### config.mk
export PLATFORM = sky130hd
export DESIGN_NAME = am_lane_rx
export DESIGN_NICKNAME = d
export VERILOG_FILES = /design/src/rtl/am_pkg.sv /design/src/rtl/am_bip_step.sv /design/src/rtl/am_lane_rx.sv
export SDC_FILE = /design/constraint.sdc
export NUM_CORES = 1
export LEC_CHECK = 0
export ABC_AREA = 1
export BUFFER_PORTS_ARGS = -buffer_cell sky130_fd_sc_hd__buf_4
export CAP_MARGIN = 40
export CORE_MARGIN = 4
export CORE_UTILIZATION = 58
export CTS_CLUSTER_DIAMETER = 40
export DETAILED_ROUTE_END_ITERATION = 7
export GPL_TIMING_DRIVEN = 0
export PLACE_DENSITY = 0.86
export SETUP_SLACK_MARGIN = 0.2
export SLEW_MARGIN = 10
export SYNTH_ARGS = -nofsm -noshare
export SYNTH_HDL_FRONTEND = slang
export SYNTH_SLANG_ARGS = --single-unit
### constraint.sdc
create_clock -name clk -period 4.5 [get_ports clk]
set_clock_uncertainty 0.15 [all_clocks]
set_input_delay 0.9 -clock clk [delete_from_list [all_inputs] [get_ports clk]]
set_output_delay 0.9 -clock clk [all_outputs]
set_load 0.02 [all_outputs]
### src/rtl/am_pkg.sv
// Shared definitions for the 40GBASE-R alignment marker lanes (TX insert / RX lock).
package am_pkg;

  localparam logic [1:0] SYNC_HEAD_CTRL = 2'b10;
  localparam int         BIP_W          = 8;

  // Payload byte i sits at [8i +: 8]; bytes 3 and 7 carry BIP3/BIP7 and are masked out.
  localparam logic [63:0] AM_MATCH_MASK = 64'h00ff_ffff_00ff_ffff;
  localparam logic [63:0] AM_LANE0_ENC  = 64'h00b8_896f_0047_7690;
  localparam logic [63:0] AM_LANE1_ENC  = 64'h0019_3b0f_00e6_c4f0;
  localparam logic [63:0] AM_LANE2_ENC  = 64'h0064_9a3a_009b_65c5;
  localparam logic [63:0] AM_LANE3_ENC  = 64'h00c2_865d_003d_79a2;

  typedef enum logic [1:0] {
    FIND    = 2'd0,
    CONFIRM = 2'd1,
    LOCKED  = 2'd2
  } am_state_t;

endpackage

### src/rtl/am_bip_step.sv
// One block of Bit Interleaved Parity: payload bit k folds onto bip[k mod 8],
// sync header bits 0/1 land on bip[3]/bip[4].
module am_bip_step
  import am_pkg::*;
#(
  parameter int HEAD_W = 2,
  parameter int DATA_W = 64
) (
  input  logic [BIP_W-1:0]         bip_prev,
  input  logic [HEAD_W+DATA_W-1:0] block,
  input  logic                     restart,
  output logic [BIP_W-1:0]         bip_next
);

  logic [DATA_W-1:0] payload;
  logic [BIP_W-1:0]  acc;

  always_comb begin
    payload = block[HEAD_W+DATA_W-1:HEAD_W];
    acc     = restart ? '0 : bip_prev;
    for (int k = 0; k < DATA_W / BIP_W; k++) begin
      acc     = acc ^ payload[BIP_W-1:0];
      payload = payload >> BIP_W;
    end
    acc[3]   = acc[3] ^ block[0];
    acc[4]   = acc[4] ^ block[1];
    bip_next = acc;
  end

endmodule

### src/rtl/am_lane_rx.sv
// Per-lane RX alignment marker stage: marker lock, marker drop and BIP3 checking.
//
//   state   | meaning
//   FIND    | hunting for any block that matches the lane marker
//   CONFIRM | one marker seen; expecting the next one AM_GAP+1 blocks later
//   LOCKED  | marker positions known; drop them, check BIP, count misses
module am_lane_rx
  import am_pkg::*;
#(
  parameter int                       HEAD_W   = 2,
  parameter int                       DATA_W   = 64,
  parameter int                       BLOCK_W  = HEAD_W + DATA_W,
  parameter logic [DATA_W-1:0]        LANE_ENC = AM_LANE0_ENC,
  parameter int                       AM_GAP   = 16383,
  parameter int                       MAX_MISS = 4
) (
  input  logic               clk,
  input  logic               reset,
  input  logic               block_lock_i,
  input  logic               valid_i,
  input  logic [BLOCK_W-1:0] data_i,
  output logic               valid_o,
  output logic [BLOCK_W-1:0] data_o,
  output logic               marker_v_o,
  output logic               am_lock_o,
  output logic               bip_err_o,
  output logic [15:0]        bip_err_cnt_o
);

  localparam int                GAP_W      = $clog2(AM_GAP + 1);
  localparam int                MISS_W     = $clog2(MAX_MISS + 1);
  localparam logic [DATA_W-1:0] MATCH_MASK = DATA_W'(AM_MATCH_MASK);

  am_state_t         state;
  logic [GAP_W-1:0]  gap_cnt;
  logic [MISS_W-1:0] miss_cnt;
  logic [BIP_W-1:0]  bip_acc;
  logic [BIP_W-1:0]  bip_next;
  logic [BIP_W-1:0]  rx_bip3;
  logic              is_match;
  logic              at_pos;
  logic              bip_restart;

  assign is_match = (data_i[HEAD_W-1:0] == SYNC_HEAD_CTRL) &&
                    ((data_i[BLOCK_W-1:HEAD_W] & MATCH_MASK) == (LANE_ENC & MATCH_MASK));
  assign at_pos   = (gap_cnt == GAP_W'(AM_GAP));
  assign rx_bip3  = data_i[HEAD_W + 3*BIP_W +: BIP_W];

  // Every marker position (matched or not) starts a fresh parity period.
  assign bip_restart = (state == FIND) ? is_match : at_pos;

  am_bip_step #(
    .HEAD_W (HEAD_W),
    .DATA_W (DATA_W)
  ) u_bip_step (
    .bip_prev (bip_acc),
    .block    (data_i),
    .restart  (bip_restart),
    .bip_next (bip_next)
  );

  always_ff @(posedge clk) begin
    if (reset) begin
      state         <= FIND;
      gap_cnt       <= '0;
      miss_cnt      <= '0;
      bip_acc       <= '0;
      valid_o       <= 1'b0;
      data_o        <= '0;
      marker_v_o    <= 1'b0;
      am_lock_o     <= 1'b0;
      bip_err_o     <= 1'b0;
      bip_err_cnt_o <= '0;
    end else if (!block_lock_i) begin
      state      <= FIND;
      gap_cnt    <= '0;
      miss_cnt   <= '0;
      bip_acc    <= '0;
      am_lock_o  <= 1'b0;
      marker_v_o <= 1'b0;
      bip_err_o  <= 1'b0;
      valid_o    <= valid_i;
      if (valid_i) data_o <= data_i;
    end else if (!valid_i) begin
      valid_o    <= 1'b0;
      marker_v_o <= 1'b0;
      bip_err_o  <= 1'b0;
    end else begin
      data_o     <= data_i;
      valid_o    <= 1'b1;
      marker_v_o <= 1'b0;
      bip_err_o  <= 1'b0;
      bip_acc    <= bip_next;
      unique case (state)
        FIND: begin
          if (is_match) begin
            gap_cnt <= '0;
            state   <= CONFIRM;
          end
        end
        CONFIRM: begin
          if (at_pos) begin
            gap_cnt <= '0;
            if (is_match) begin
              state     <= LOCKED;
              am_lock_o <= 1'b1;
            end else begin
              state <= FIND;
            end
          end else begin
            gap_cnt <= gap_cnt + 1'b1;
          end
        end
        LOCKED: begin
          if (at_pos) begin
            gap_cnt    <= '0;
            valid_o    <= 1'b0;
            marker_v_o <= 1'b1;
            if (is_match) begin
              miss_cnt <= '0;
              if (bip_acc != rx_bip3) begin
                bip_err_o <= 1'b1;
                if (bip_err_cnt_o != 16'hffff) bip_err_cnt_o <= bip_err_cnt_o + 1'b1;
              end
            end else if (miss_cnt == MISS_W'(MAX_MISS - 1)) begin
              state     <= FIND;
              am_lock_o <= 1'b0;
              miss_cnt  <= '0;
            end else begin
              miss_cnt <= miss_cnt + 1'b1;
            end
          end else begin
            gap_cnt <= gap_cnt + 1'b1;
          end
        end
        default: state <= FIND;
      endcase
    end
  end

endmodule

# After elaboration in Yosys (flattened, before gate mapping)
# Index checks and enable logic that the tools add are counted.
[word_totals] reg_bits=113 inputBits=70 out_inout_bits=86 wordCells=81
[op_classes] add_sub_neg=3 eq_ne=14 muxes=26 bitwise_logic=15 reduce_logical=13
[ops] op="bitwise XOR 8 bit" n=8
[ops] op="equality test 48 bit, second input constant" n=1
[ops] op="two-way mux 14 bit" n=2
[ops] op="one-hot mux 14 bit (2 select lines)" n=1
[ops] op="adder 16 x 1 -> 16 bit, second input constant" n=1
[ops] op="!= test 16 bit, second input constant" n=1
[ops] op="adder 14 x 1 -> 14 bit, second input constant" n=1
[ops] op="equality test 14 bit, second input constant" n=1
[ops] op="AND reduction 7 bit" n=2
[ops] op="two-way mux 1 bit" n=12
[ops] op="two-way mux 2 bit" n=6
[ops] op="!= test 2 bit, second input constant" n=6
[ops] op="two-way mux 8 bit" n=1
[ops] op="!= test 8 bit" n=1
[ops] op="two-way mux 3 bit" n=2
[ops] op="one-hot mux 2 bit (3 select lines)" n=1
[ops] op="AND reduction 3 bit" n=2
[ops] op="AND reduction 6 bit" n=1
[ops] op="OR reduction 6 bit" n=1
[ops] op="NOT 1 bit" n=5
[ops] op="equality test 2 bit, second input constant" n=2
[ops] op="nonzero test 2 bit" n=2
[ops] op="OR reduction 2 bit" n=2
[ops] op="OR reduction 4 bit" n=1
[ops] op="other kinds (7)" n=8

# Longest topological paths before layout
[logic_depth] word_depth=13 ltp_mapped=15 ltp_nobuf=14

# Modules after synthesis
# Synthesis repeated with hierarchy kept, for this count alone.
[unflattened] cells_unflattened=955 hier_area_um2=6094.6
[modules_own_cells] module="am_lane_rx" n_inst=1 cells_per_inst=750 area_per_inst_um2=5104.9 seq_area_each_um2=2262.2
[modules_own_cells] module="am_bip_step" n_inst=1 cells_per_inst=205 area_per_inst_um2=989.7 seq_area_each_um2=0.0

# Worst setup path after synthesis
# Ideal clock, no wire load.
[synth_path] kind="input to register" startpoint="input data_i[42]" endpoint="register gap_cnt[3]" setup_ps=116 arrival_time_ps=2063 t_required_ps=4234 setup_slack_ps=2172 cell_stages=11 path_buffers=2 path_cell_list="inv_1 nor3_1 nand2_1 nor2_2 nand2_4 nand2_4 nand2_4 buf_6 buf_2 nor3_2 nor2_1"
[synth_between] elab_chain_len=4
[synth_rtl] item="start: declaration" line_no="am_lane_rx.sv:21" rtl="input logic [BLOCK_W-1:0] data_i,"
[synth_rtl] item="equality test 48 bit" line_no="am_lane_rx.sv:45" rtl="((data_i[BLOCK_W-1:HEAD_W] & MATCH_MASK) == (LANE_ENC & MATCH_MASK));"
[synth_rtl] item="logical AND 1 bit" line_no="am_lane_rx.sv:44" rtl="assign is_match = (data_i[HEAD_W-1:0] == SYNC_HEAD_CTRL) &&"
[synth_rtl] item="!= test 2 bit (no source line)"
[synth_rtl] item="AND reduction 3 bit (no source line)"
[synth_rtl] item="end signal: assignment" line_no="am_lane_rx.sv:111" rtl="gap_cnt <= gap_cnt + 1'b1;"
[synth_rtl] item="end signal: assignment" line_no="am_lane_rx.sv:133" rtl="gap_cnt <= gap_cnt + 1'b1;"
[synth_rtl] item="end: declaration" line_no="am_lane_rx.sv:35" rtl="logic [GAP_W-1:0] gap_cnt;"
# Every way passes these cells.
# A chain may end at the register's enable or synchronous reset.

==> metrics.txt <==
DR WL met3=about 1700 um; Initial Util=about three fifths; PortBufs=roughly 160; Syn Nets=994; Async SR Flop Fraction=0%; run status=complete, no violations; final hold violation count=0; Final #Nets=around 1200; Post-CTS Setup Repair Bufs=0; Setup WS post-layout=2.06 ns; Slew Limit Fails=0; Avg Cell Area, Syn=roughly 6.7 um^2; Post-Syn Instances=slightly above 900; Core Box Area=~10000 um^2; post-CTS resize count=0; metal2 WL=~9100 um; ANT nets after route=0; Area contributors post-synth=dfxtp_1 (37%), nand2_1 (12%), nor2_1 (9.5%), o21ai_0 (6.3%), inv_1 (4.9%); total track usage=30.7%; max_slew headroom=between 50 and 60%; share of layout cells above drive strength 1=about a fifth; 1st-pass router iterations=5; Syn. warnings=0; Vias/cell=between 5 and 6; WL/cell=about 15 um; CTS tree=built; worst path cell trace=buf_4, clkbuf_1, clkbuf_1, buf_1, nand3_1, nand2_1, inv_1; Die Wd=between 100 and 150 um; H-tree Lvls=4; aggregate routed wire length=19200 um; crit-path max FO=10; largest net degree at the start of global routing=17; io pins=around 160; met1 wire length=7980 um; Max Freq=~410 MHz; Final period util=a little over half; die height=111 um; P per Cell Area=around 360 nW/um^2; Row Count=37; antenna violations before repair=0; number of DRC markers in iteration 0=~640; total CTS buffers=17; Placed Cells=~1200; Clk pin slew, worst setup/hold paths=0.06 ns; top cell type's share of synthesized area=between 30 and 40%; RSZ-0062 raised after global routing=no; count of cell types in the netlist=38; CTS Hold Buffers Added=0; HPWL after DPL=13900 um; max-cap viol count=0; gpl congestion=a little over 0.9; min Tclk post-route=~2.4 ns; DRC viols=0; most common flop cell mapped by yosys=dfxtp_1; Hold Path Class=reg -> reg; number of global-route vias before repair=6347; CTS root buf=clkbuf_8; Leak=between 3 and 4 nW; Setup Viol. Count Final=0; vias post-DR=a little under 7000; clock sink count=113; Post-synth EDFFs=0; Worst path most repeated cell=clkbuf_1; critical path required time=4.78 ns; worst setup path class=in -> reg; DP Worst Slack=1.60 ns; DR top layer=met4; diodes inserted=0; Worst Max-Slew Pin Slew=between 0.7 and 0.8 ns; Worst setup SP type=input port; Synth Register Bits=approximately 110; CP Capture Type=register; Peak supply drop=273 uV; Setup TNS=0 ns; area leader, netlist=dfxtp_1; Worst Path Arrival=around 2.7 ns; slowest cell delay on critical path=0.54 ns; die area=roughly 12000 um^2; post-synthesis sequential area ratio=36.6%; first-pass GRT wire length=about 31000 um; clock latency on the worst-skew pair=0.53 ns; slowest cell on the critical path=clkbuf_1; Final Core Density=about four fifths; Clock Tree Buf Depth=2; Non-Filler Instances=1240; Netlist Area Pre-Place=a little over 6000 um^2; P&R area growth vs syn=31.6%; GR Overflow Total=0
path summary, 6_finish.rpt:
kind	slack, ns	startpoint	end	cells after the start
worst max-delay path	2.06	valid_i	bip_acc[0]$_SDFFE_PP0P_	7
worst min-delay path	0.30	miss_cnt[2]$_SDFFE_PP0P_	miss_cnt[2]$_SDFFE_PP0P_	2
worst max register to register	2.32	state[0]$_SDFFE_PP0P_	gap_cnt[1]$_SDFFE_PP0P_	9
worst min register to register	0.30	miss_cnt[2]$_SDFFE_PP0P_	miss_cnt[2]$_SDFFE_PP0P_	2
routing by layer:
metal | global-route usage (%) | vias to the layer above
met4 | 9.65 | 0
met5 | 0 | -
met2 | 50.7 | 284
li1 | - | 3310
met1 | 38.8 | 3136
met3 | 8.73 | 38
area by class of cell:
class                           instances  area, um^2
Buffer                                 33         153
Clock buffer                           21         459
Clock inverter                         10         158
Fill cell                             819        2240
Inverter                               87         327
Multi-Input combinational cell        685        3440
Sequential cell                       113        2260
Tap cell                              136         170
Timing Repair Buffer                  155        1160
cell usage in the layout, fill, tap and decap left out, drive strengths merged, types with 29 or more instances in the layout:
| cell | n |
|---|---|
| nor2 | 164 |
| a21oi | 60 |
| inv | 84 |
| xnor2 | 29 |
| dfxtp | 113 |
| buf | 166 |
| nand3 | 53 |
| clkbuf | 43 |
| o21ai | 79 |
| nand2 | 200 |
cell families after synthesis:
| logic type | Yosys count | synth area share, % |
|---|---|---|
| AO/OA/AOI/OAI | 144 | 12.2 |
| flip-flops | 113 | 36.6 |
| adder cells (fa/ha/maj) | 6 | 1.22 |
| AND/OR/NAND/NOR | 479 | 34.3 |
| buffers and inverters | 120 | 7.76 |
| XOR/XNOR | 56 | 7.94 |
through the flow:
step                hold WS, ns  instance area (um^2)  power [mW]
finish                    0.298                  8130        2.93
global route              0.307                  8130        3.03
CTS                       0.293                  8130        2.93
detailed placement        0.282                  7510        1.53
global placement          0.282                  7510        1.52
floorplan                 0.272                  6180        1.33
worst max-delay path, delay by kind of cell:
kind / cells / cell delay [ns]
buffers and inverters: 5 / 1.58
and+or+nand+nor: 2 / 0.23
Yosys cell counts, types with 2 or more instances:
cell type,instances
nand4_1,26
o21ai_0,78
nor3_2,4
nand3b_1,9
xnor2_1,29
or2_2,3
nand2_1,195
inv_1,80
ha_1,6
buf_1,5
nor3_1,16
inv_2,4
nor2_2,5
nand3_1,49
nand2_4,4
dfxtp_1,113
nand3_2,4
nor2_4,3
clkbuf_1,22
buf_6,3
a21oi_1,58
nor2_1,156
clkinv_1,3
buf_2,2
xor2_1,27
or2_0,2
report_power, final:
group          switching [mW]  internal (mW)
Sequential             0.0263           1.05
Clock                   0.471          0.937
Combinational           0.269          0.180
Total                   0.766           2.16
state kept, by name, summed over array words and instances, names as in the netlist, 2 cells and up:
register,cells
data_o,66
miss_cnt,3
bip_err_cnt_o,16
bip_acc,8
state,2
gap_cnt,14
No activity file was read; power rests on OpenSTA's default activity.
